### src/rtl/divu_hilo_unit.sv
// -----------------------------------------------------------------------------
// divu_hilo_unit
//
// Sequential unsigned restoring divider with the HI/LO result registers that
// sit behind it. A division starts when the ALU control block presents DIVU
// in IDLE. The unit then produces one quotient bit per clock for WIDTH clocks
// and waits in DONE. The result is committed to HI (remainder) and LO
// (quotient) only when HILO_OPEN is seen, or when it was already seen while
// the division was still running. MFHI/MFLO read HI/LO back onto dataOut.
//
// Ports
//   clk      in   rising-edge clock
//   rst_n    in   asynchronous active-low reset
//   Signal   in   6-bit control code (DIVU, HILO_OPEN, MFHI, MFLO decoded)
//   dataA    in   dividend, sampled on the start edge only
//   dataB    in   divisor, sampled on the start edge only
//   dataOut  out  HI on MFHI, LO on MFLO, otherwise 0 (combinational read)
//   busy     out  division iterating
//   done     out  result computed, waiting for commit
//   divZero  out  committed result came from a zero divisor
// -----------------------------------------------------------------------------
module divu_hilo_unit #(
    parameter int WIDTH = 32
) (
    input  logic             clk,
    input  logic             rst_n,
    input  logic [5:0]       Signal,
    input  logic [WIDTH-1:0] dataA,
    input  logic [WIDTH-1:0] dataB,
    output logic [WIDTH-1:0] dataOut,
    output logic             busy,
    output logic             done,
    output logic             divZero
);

    localparam int CW = (WIDTH > 1) ? $clog2(WIDTH) : 1;

    localparam logic [1:0] S_IDLE = 2'd0;
    localparam logic [1:0] S_RUN  = 2'd1;
    localparam logic [1:0] S_DONE = 2'd2;

    localparam logic [5:0] SIG_DIVU      = 6'b011011;
    localparam logic [5:0] SIG_HILO_OPEN = 6'b111111;
    localparam logic [5:0] SIG_MFHI      = 6'b010000;
    localparam logic [5:0] SIG_MFLO      = 6'b010010;

    localparam logic [CW-1:0] CNT_LAST = CW'(WIDTH - 1);

    logic [1:0]         state_q,   state_d;
    logic [2*WIDTH-1:0] rq_q,      rq_d;      // {R, Q} working register
    logic [WIDTH-1:0]   div_q,     div_d;     // latched divisor
    logic [CW-1:0]      cnt_q,     cnt_d;
    logic               pend_q,    pend_d;    // commit requested during RUN
    logic               dz_q,      dz_d;      // in-flight divisor was zero
    logic [WIDTH-1:0]   hi_q,      hi_d;
    logic [WIDTH-1:0]   lo_q,      lo_d;
    logic               divzero_q, divzero_d;

    logic [WIDTH:0]     rem_ext_s;            // {R, Q msb}: shifted partial remainder
    logic [WIDTH-1:0]   diff_s;
    logic               ge_s;
    logic [2*WIDTH-1:0] step_s;
    logic               commit_s;

    // One restoring-division iteration on the working register.
    always_comb begin
        // Shifted remainder needs WIDTH+1 bits: R < D lets 2R+1 exceed WIDTH bits.
        rem_ext_s = rq_q[2*WIDTH-1:WIDTH-1];
        ge_s      = (rem_ext_s >= {1'b0, div_q});
        // When ge_s holds the true difference is below D, so WIDTH bits suffice.
        diff_s    = rem_ext_s[WIDTH-1:0] - div_q;
        if (ge_s) begin
            step_s = {diff_s, rq_q[WIDTH-2:0], 1'b1};
        end else begin
            step_s = {rem_ext_s[WIDTH-1:0], rq_q[WIDTH-2:0], 1'b0};
        end
    end

    // Control FSM and next-state values for all registers.
    always_comb begin
        state_d   = state_q;
        rq_d      = rq_q;
        div_d     = div_q;
        cnt_d     = cnt_q;
        pend_d    = pend_q;
        dz_d      = dz_q;
        hi_d      = hi_q;
        lo_d      = lo_q;
        divzero_d = divzero_q;
        commit_s  = pend_q || (Signal == SIG_HILO_OPEN);
        case (state_q)
            S_IDLE: begin
                if (Signal == SIG_DIVU) begin
                    rq_d    = {{WIDTH{1'b0}}, dataA};
                    div_d   = dataB;
                    dz_d    = (dataB == {WIDTH{1'b0}});
                    cnt_d   = {CW{1'b0}};
                    pend_d  = 1'b0;
                    state_d = S_RUN;
                end else begin
                    state_d = S_IDLE;
                end
            end
            S_RUN: begin
                rq_d  = step_s;
                cnt_d = cnt_q + CW'(1);
                if (Signal == SIG_HILO_OPEN) begin
                    pend_d = 1'b1;
                end else begin
                    pend_d = pend_q;
                end
                if (cnt_q == CNT_LAST) begin
                    state_d = S_DONE;
                end else begin
                    state_d = S_RUN;
                end
            end
            S_DONE: begin
                if (commit_s) begin
                    hi_d      = rq_q[2*WIDTH-1:WIDTH];
                    lo_d      = rq_q[WIDTH-1:0];
                    divzero_d = dz_q;
                    pend_d    = 1'b0;
                    state_d   = S_IDLE;
                end else begin
                    state_d = S_DONE;
                end
            end
            default: begin
                state_d = S_IDLE;
            end
        endcase
    end

    // State and datapath registers, cleared asynchronously.
    always_ff @(posedge clk or negedge rst_n) begin
        if (!rst_n) begin
            state_q   <= S_IDLE;
            rq_q      <= {(2*WIDTH){1'b0}};
            div_q     <= {WIDTH{1'b0}};
            cnt_q     <= {CW{1'b0}};
            pend_q    <= 1'b0;
            dz_q      <= 1'b0;
            hi_q      <= {WIDTH{1'b0}};
            lo_q      <= {WIDTH{1'b0}};
            divzero_q <= 1'b0;
        end else begin
            state_q   <= state_d;
            rq_q      <= rq_d;
            div_q     <= div_d;
            cnt_q     <= cnt_d;
            pend_q    <= pend_d;
            dz_q      <= dz_d;
            hi_q      <= hi_d;
            lo_q      <= lo_d;
            divzero_q <= divzero_d;
        end
    end

    // Status decode from the state register.
    always_comb begin
        busy    = (state_q == S_RUN);
        done    = (state_q == S_DONE);
        divZero = divzero_q;
    end

    // HI/LO read mux; committed values only, no bypass of an in-flight commit.
    always_comb begin
        case (Signal)
            SIG_MFHI: dataOut = hi_q;
            SIG_MFLO: dataOut = lo_q;
            default:  dataOut = {WIDTH{1'b0}};
        endcase
    end

endmodule

### config.mk
export PLATFORM = sky130hd
export DESIGN_NAME = divu_hilo_unit
export DESIGN_NICKNAME = d
export VERILOG_FILES = /design/src/rtl/divu_hilo_unit.sv
export SDC_FILE = /design/constraint.sdc
export NUM_CORES = 1
export LEC_CHECK = 0
export BUFFER_PORTS_ARGS = -buffer_cell sky130_fd_sc_hd__buf_2
export CAP_MARGIN = 20
export CORE_MARGIN = 5
export CORE_UTILIZATION = 60
export DETAILED_ROUTE_END_ITERATION = 6
export HOLD_SLACK_MARGIN = 0.12
export PLACE_DENSITY = 0.81
export SLEW_MARGIN = 20
export SYNTH_ARGS = -nofsm -noshare
export SYNTH_HDL_FRONTEND = slang
export SYNTH_SLANG_ARGS = --single-unit
### constraint.sdc
create_clock -name clk -period 8.05 [get_ports clk]
set_input_delay 1.61 -clock clk [delete_from_list [all_inputs] [get_ports clk]]
set_output_delay 1.61 -clock clk [all_outputs]
set_load 0.02 [all_outputs]
=== Word-level counts from Yosys, hierarchy flattened ===
Cells that the tools add are included.

* Add/subtract/negate cells: 2
* Equal/unequal tests: 10
* Magnitude comparators: 1
* Muxes and demuxes: 14
* Reduce and logical (&&, ||, !) cells: 9

{| class="wikitable"
|+ Operators with widths
! cell !! count
|-
| $mux 64 || 2
|-
| $pmux 64 s2 || 1
|-
| $pmux 32 s2 || 1
|-
| $ge 33x32->1 || 1
|-
| $logic_not 32->1 || 1
|-
| $sub 32x32->32 || 1
|-
| $eq 6x5->1 const B || 3
|-
| $pmux 5 s2 || 1
|-
| $eq 6x6->1 const B || 1
|-
| $pmux 2 s3 || 1
|-
| $reduce_and 2->1 || 3
|-
| $add 5x1->5 const B || 1
|-
| $eq 5x5->1 const B || 1
|-
| $mux 5 || 1
|-
| $mux 1 || 4
|-
| $mux 2 || 2
|-
| $ne 2x1->1 const B || 2
|-
| $reduce_and 4->1 || 1
|-
| $pmux 1 s3 || 1
|-
| $reduce_bool 3->1 || 1
|-
| $eq 2x1->1 const B || 1
|-
| $eq 2x2->1 const B || 1
|-
| $logic_not 2->1 || 1
|-
| $ne 2x2->1 const B || 1
|-
| other kinds (2) || 2
|}

* Bits in registers: 170
* Logic and storage cells: 45
* Input port bits: 72

=== Logic depth before layout (Yosys ltp) ===
* Depth in word-level cells: 4
* Gate-level depth with buffers: 13

=== Worst setup path after synthesis ===
OpenSTA, ideal clock, no wires.

* Path type: input port to output port
* Start point: input port Signal[1]
* End point: output port dataOut[10]
* Path buffers: 2
* Data required time: 6.440 ns
* Arrival: 2.729 ns
* Path slack: 3.711 ns
* Cell stages on the path: 4
* Path through: clkbuf_1 buf_1 mux2i_1 nor2_1

* Longest elaborated chain between the ends: 2
* Elaborated cells between the ends (all ways): 3

{| class="wikitable"
|+ RTL lines
! item !! line !! RTL
|-
| from (decl) || 27 || <nowiki>input logic [5:0] Signal,</nowiki>
|-
| $eq 6x5->1 || 169 || <nowiki>case (Signal)</nowiki>
|-
| $pmux 32 s2 * || 169 ||
|-
| to (decl) || 30 || <nowiki>output logic [WIDTH-1:0] dataOut,</nowiki>
|}

Mark *: on every way between the ends. The rest lies on a longest branch, timed or not.

=== Final worst setup path ===
* Start point: input port Signal[1]
* End point: output port dataOut[31]

The elaborated chain is that of the path after synthesis.

==> results by group <==
Outcome
  – Status: complete, no violations

Drt
  – Wire per inst: ~18 µm
  – DRC violations left: 0
  – DR vias/cell: 5.931
  – WL final: approximately 21000 µm
  – Initial DRC Count: 528
  – Vias: approximately 7100
  – Number of detailed-route iterations in the first pass: 5
  – Antenna-violating nets left: 0

Global routing
  – Global route overflow: 0
  – Initial antenna violation count: 0
  – GRT Util Overall: 0.2415
  – First-pass GRT wire length: about 35000 µm
  – Vias in the first global route: 6834
  – Largest net degree at the start of global routing: about 120

Pwr
  – Sw Share: 0.3738
  – Power Dens Cells: 335.1 nW/µm²
  – Internal power: 2.190 mW
  – Leak: 5.162 nW
  – Peak VDD IR: 194.4 µV
  – Logic pwr share: 0.367
  – Clock power share: 0.228
  – Register share of total power: 0.405
  – Psw: 1.307 mW

Yosys
  – #FFs+latches synth: 170
  – Most used DFF post-synth: dfrtp_1
  – Largest family of logic cells by synthesized area: multiplexers
  – Mux share of post-synthesis cell area: 0.1746
  – Syn_nets: 1015
  – Post-synthesis compound-gate area fraction: 0.1427
  – Post-synth EDFFs: 0
  – Post-synth cell types: around 70
  – Mapped Avg Cell Area: 10.19 µm²
  – Simple-Gate Fraction of Synth Area: 0.1082
  – Synth Area in Adders: 0.04815
  – Fraction of registers with async set/reset: 1.000
  – Post-Synth XOR/XNOR Area: 0.02556
  – Ys Warns: 0
  – Sequential share of the synthesized area: 0.4598
  – Synthesized area: 9251 µm²
  – Gate Count Post-Synth: around 910

Clock network
  – Clock root cell: clkbuf_16
  – Clock transition at path regs: 70 ps
  – TritonCTS buffer count: 17
  – H-tree Lvls: 4
  – Post-CTS Hold Fix Bufs: 0
  – # Post-CTS Setup Buffers: 0
  – CTS tree: built
  – Cts repair resizes: 0
  – Clk buf depth: 2
  – Clk Latency, worst-skew pair: approximately 430 ps
  – Sinks on Clock Net: 170

Critical path
  – WP data required: 6440 ps
  – CP max stage cell: buf_2
  – Crit. End Element: output port
  – CP arrival: between 3000 and 4000 ps
  – Max incr delay on CP: 750 ps
  – R2R Path End: rq_q[0]
  – Startpoint types: input pin
  – Critical-path maximum fanout: 33
  – Reg2Reg Depth: 11
  – Cells along the critical path: buf_2 -> mux2i_1 -> nor2_1 -> buf_2
  – Most used cell, CP: buf_2
  – Critical path type: input pin to output port
  – RR Startpoint: rq_q[45]
  – Crit path from: Signal[1]
  – R2R setup slack: 4210 ps

Place
  – GP Congestion: 0.9297
  – HPWL after DPL: 14920 µm
  – I/O Buffers: 106
  – DP Area: 9844 µm²

STA
  – Period utilization: 0.5763
  – Post-route setup TNS: 0 ps
  – Worst slew margin: 0.3280
  – Fmax: 215.6 MHz
  – Worst-margin pin slew: 1008 ps
  – Clk_skew: roughly 7.0 ps
  – Final setup violation count: 0
  – Final slew viol count: 0
  – Unrepaired setup endpoints after global routing: no
  – Final hold slack: 502.9 ps
  – Post-route minimum period: 4639 ps
  – Final Hold Viols: 0

Cells and area
  – Layout cells sized above 1: 0.2263
  – Multi-input logic area: 4634 µm²
  – # fillers: 1169
  – # nets final: 1097
  – Ant diodes: 0
  – FF/Latch Area: 4254 µm²
  – Final instance area: approximately 10000 µm²
  – Layout area overhead: 12.81%

Floorplan
  – DIE AREA: 18000 µm²
  – Die H: approximately 130 µm
  – Die Span X: 134.2 µm
  – I/O pin cnt: 107
  – Core Area: 15150 µm²
  – Initial Utilization: 0.6108
  – Row cnt: 45

Hold path
  – Hold depth: 1
  – Worst hold path class: flop to flop
  – Worst hold endpoint: cnt_q[3]
  – HP Start: cnt_q[3]

Run
  – Max-cap violation count: 0
worst max-delay path by stage:
stage,endpoint,depth (start not counted)
after detailed placement,dataOut[14],5
after floorplan,dataOut[10],4
final,dataOut[31],4
after CTS,dataOut[14],5
after global placement,dataOut[8],5
after global routing,dataOut[31],4
area by class of cell:
type                    count  share of cell area
repair buffers            113             0.05743
well taps                 188             0.02254
flip-flops and latches    170              0.4076
multi-input cells         651              0.4441
clock buffers              19             0.04148
inverters                  37             0.01331
clock inverters            13             0.01355
stage by stage:
step	util	worst slack, ps	std cells	power (mW)
after floorplan	-	3711	908	2.358
after global placement	0.6500	3378	1158	2.629
after detailed placement	0.6500	3282	1158	2.687
after CTS	0.6879	3285	1190	3.503
after global routing	0.6891	3359	1191	3.732
final	0.6891	3411	1191	3.497
synthesized netlist by cell type, drive strengths merged, types with 10 or more instances:
| master | n | area [µm²] |
|---|---|---|
| a32oi | 10 | 87.58 |
| nor2 | 56 | 210.2 |
| clkbuf | 35 | 131.4 |
| o21ai | 111 | 559.3 |
| nand2 | 109 | 409.1 |
| ha | 34 | 425.4 |
| a21oi | 30 | 165.2 |
| mux2i | 86 | 860.8 |
| buf | 14 | 97.58 |
| inv | 36 | 135.1 |
| nor4 | 10 | 62.56 |
| a21o | 13 | 97.59 |
| xnor2 | 18 | 157.7 |
| nand4 | 10 | 62.56 |
| dfrtp | 170 | 4254 |
| mux2 | 67 | 754.5 |
worst max-delay path: cells and delay by family:
kind	cells	cell delay, ps
muxes	1	410
and+or+nand+nor	1	70
buffers and inverters	2	920
layout by cell type, fill, tap and decap left out, drive strengths merged, types with 3 or more instances in the layout:
cell type / instances
nor2b: 6
mux2: 67
and3: 3
a21o: 13
and2: 3
nand3: 8
o21a: 5
a32oi: 10
buf: 112
mux2i: 86
ha: 34
dfrtp: 170
nor3: 4
clkbuf: 20
clkinv: 6
nand2b: 5
a22o: 5
a31oi: 4
a211oi: 3
o21bai: 6
nor4: 10
nand2: 109
inv: 40
xnor2: 18
nand4: 10
nor2: 56
xor2: 9
o31ai: 3
o21ai: 111
a21oi: 30
registers in the layout, summed over array words and instances (netlist names), 2 cells and up:
signal and flops:
rq_q 64, div_q 32, hi_q 32, lo_q 32, cnt_q 5, state_q 2
power by group through the flow:
stage	Sequential, mW	Clock (mW)	Combinational, mW
after floorplan	1.30	0	1.05
after global placement	1.39	0	1.24
after detailed placement	1.41	0	1.27
after CTS	1.41	0.811	1.28
after global routing	1.45	0.846	1.44
final	1.42	0.799	1.28
layer usage:
metal,GRT usage,vias to the layer above,part of all wire
li1,-,3400,-
met1,0.3451,3425,0.46
met2,0.3771,204,0.46
met3,0.04951,35,0.055
met4,0.07014,0,0.018
met5,0,-,0
cell families after synthesis:
group,after synthesis
and+or+nand+nor,225
AOI/OAI and AO/OA,211
DFF,170
muxes,153
buffers and inverters,87
adders and majority gates,35
xor gates and xnor gates,27
(Power assumes the default switching activity.)
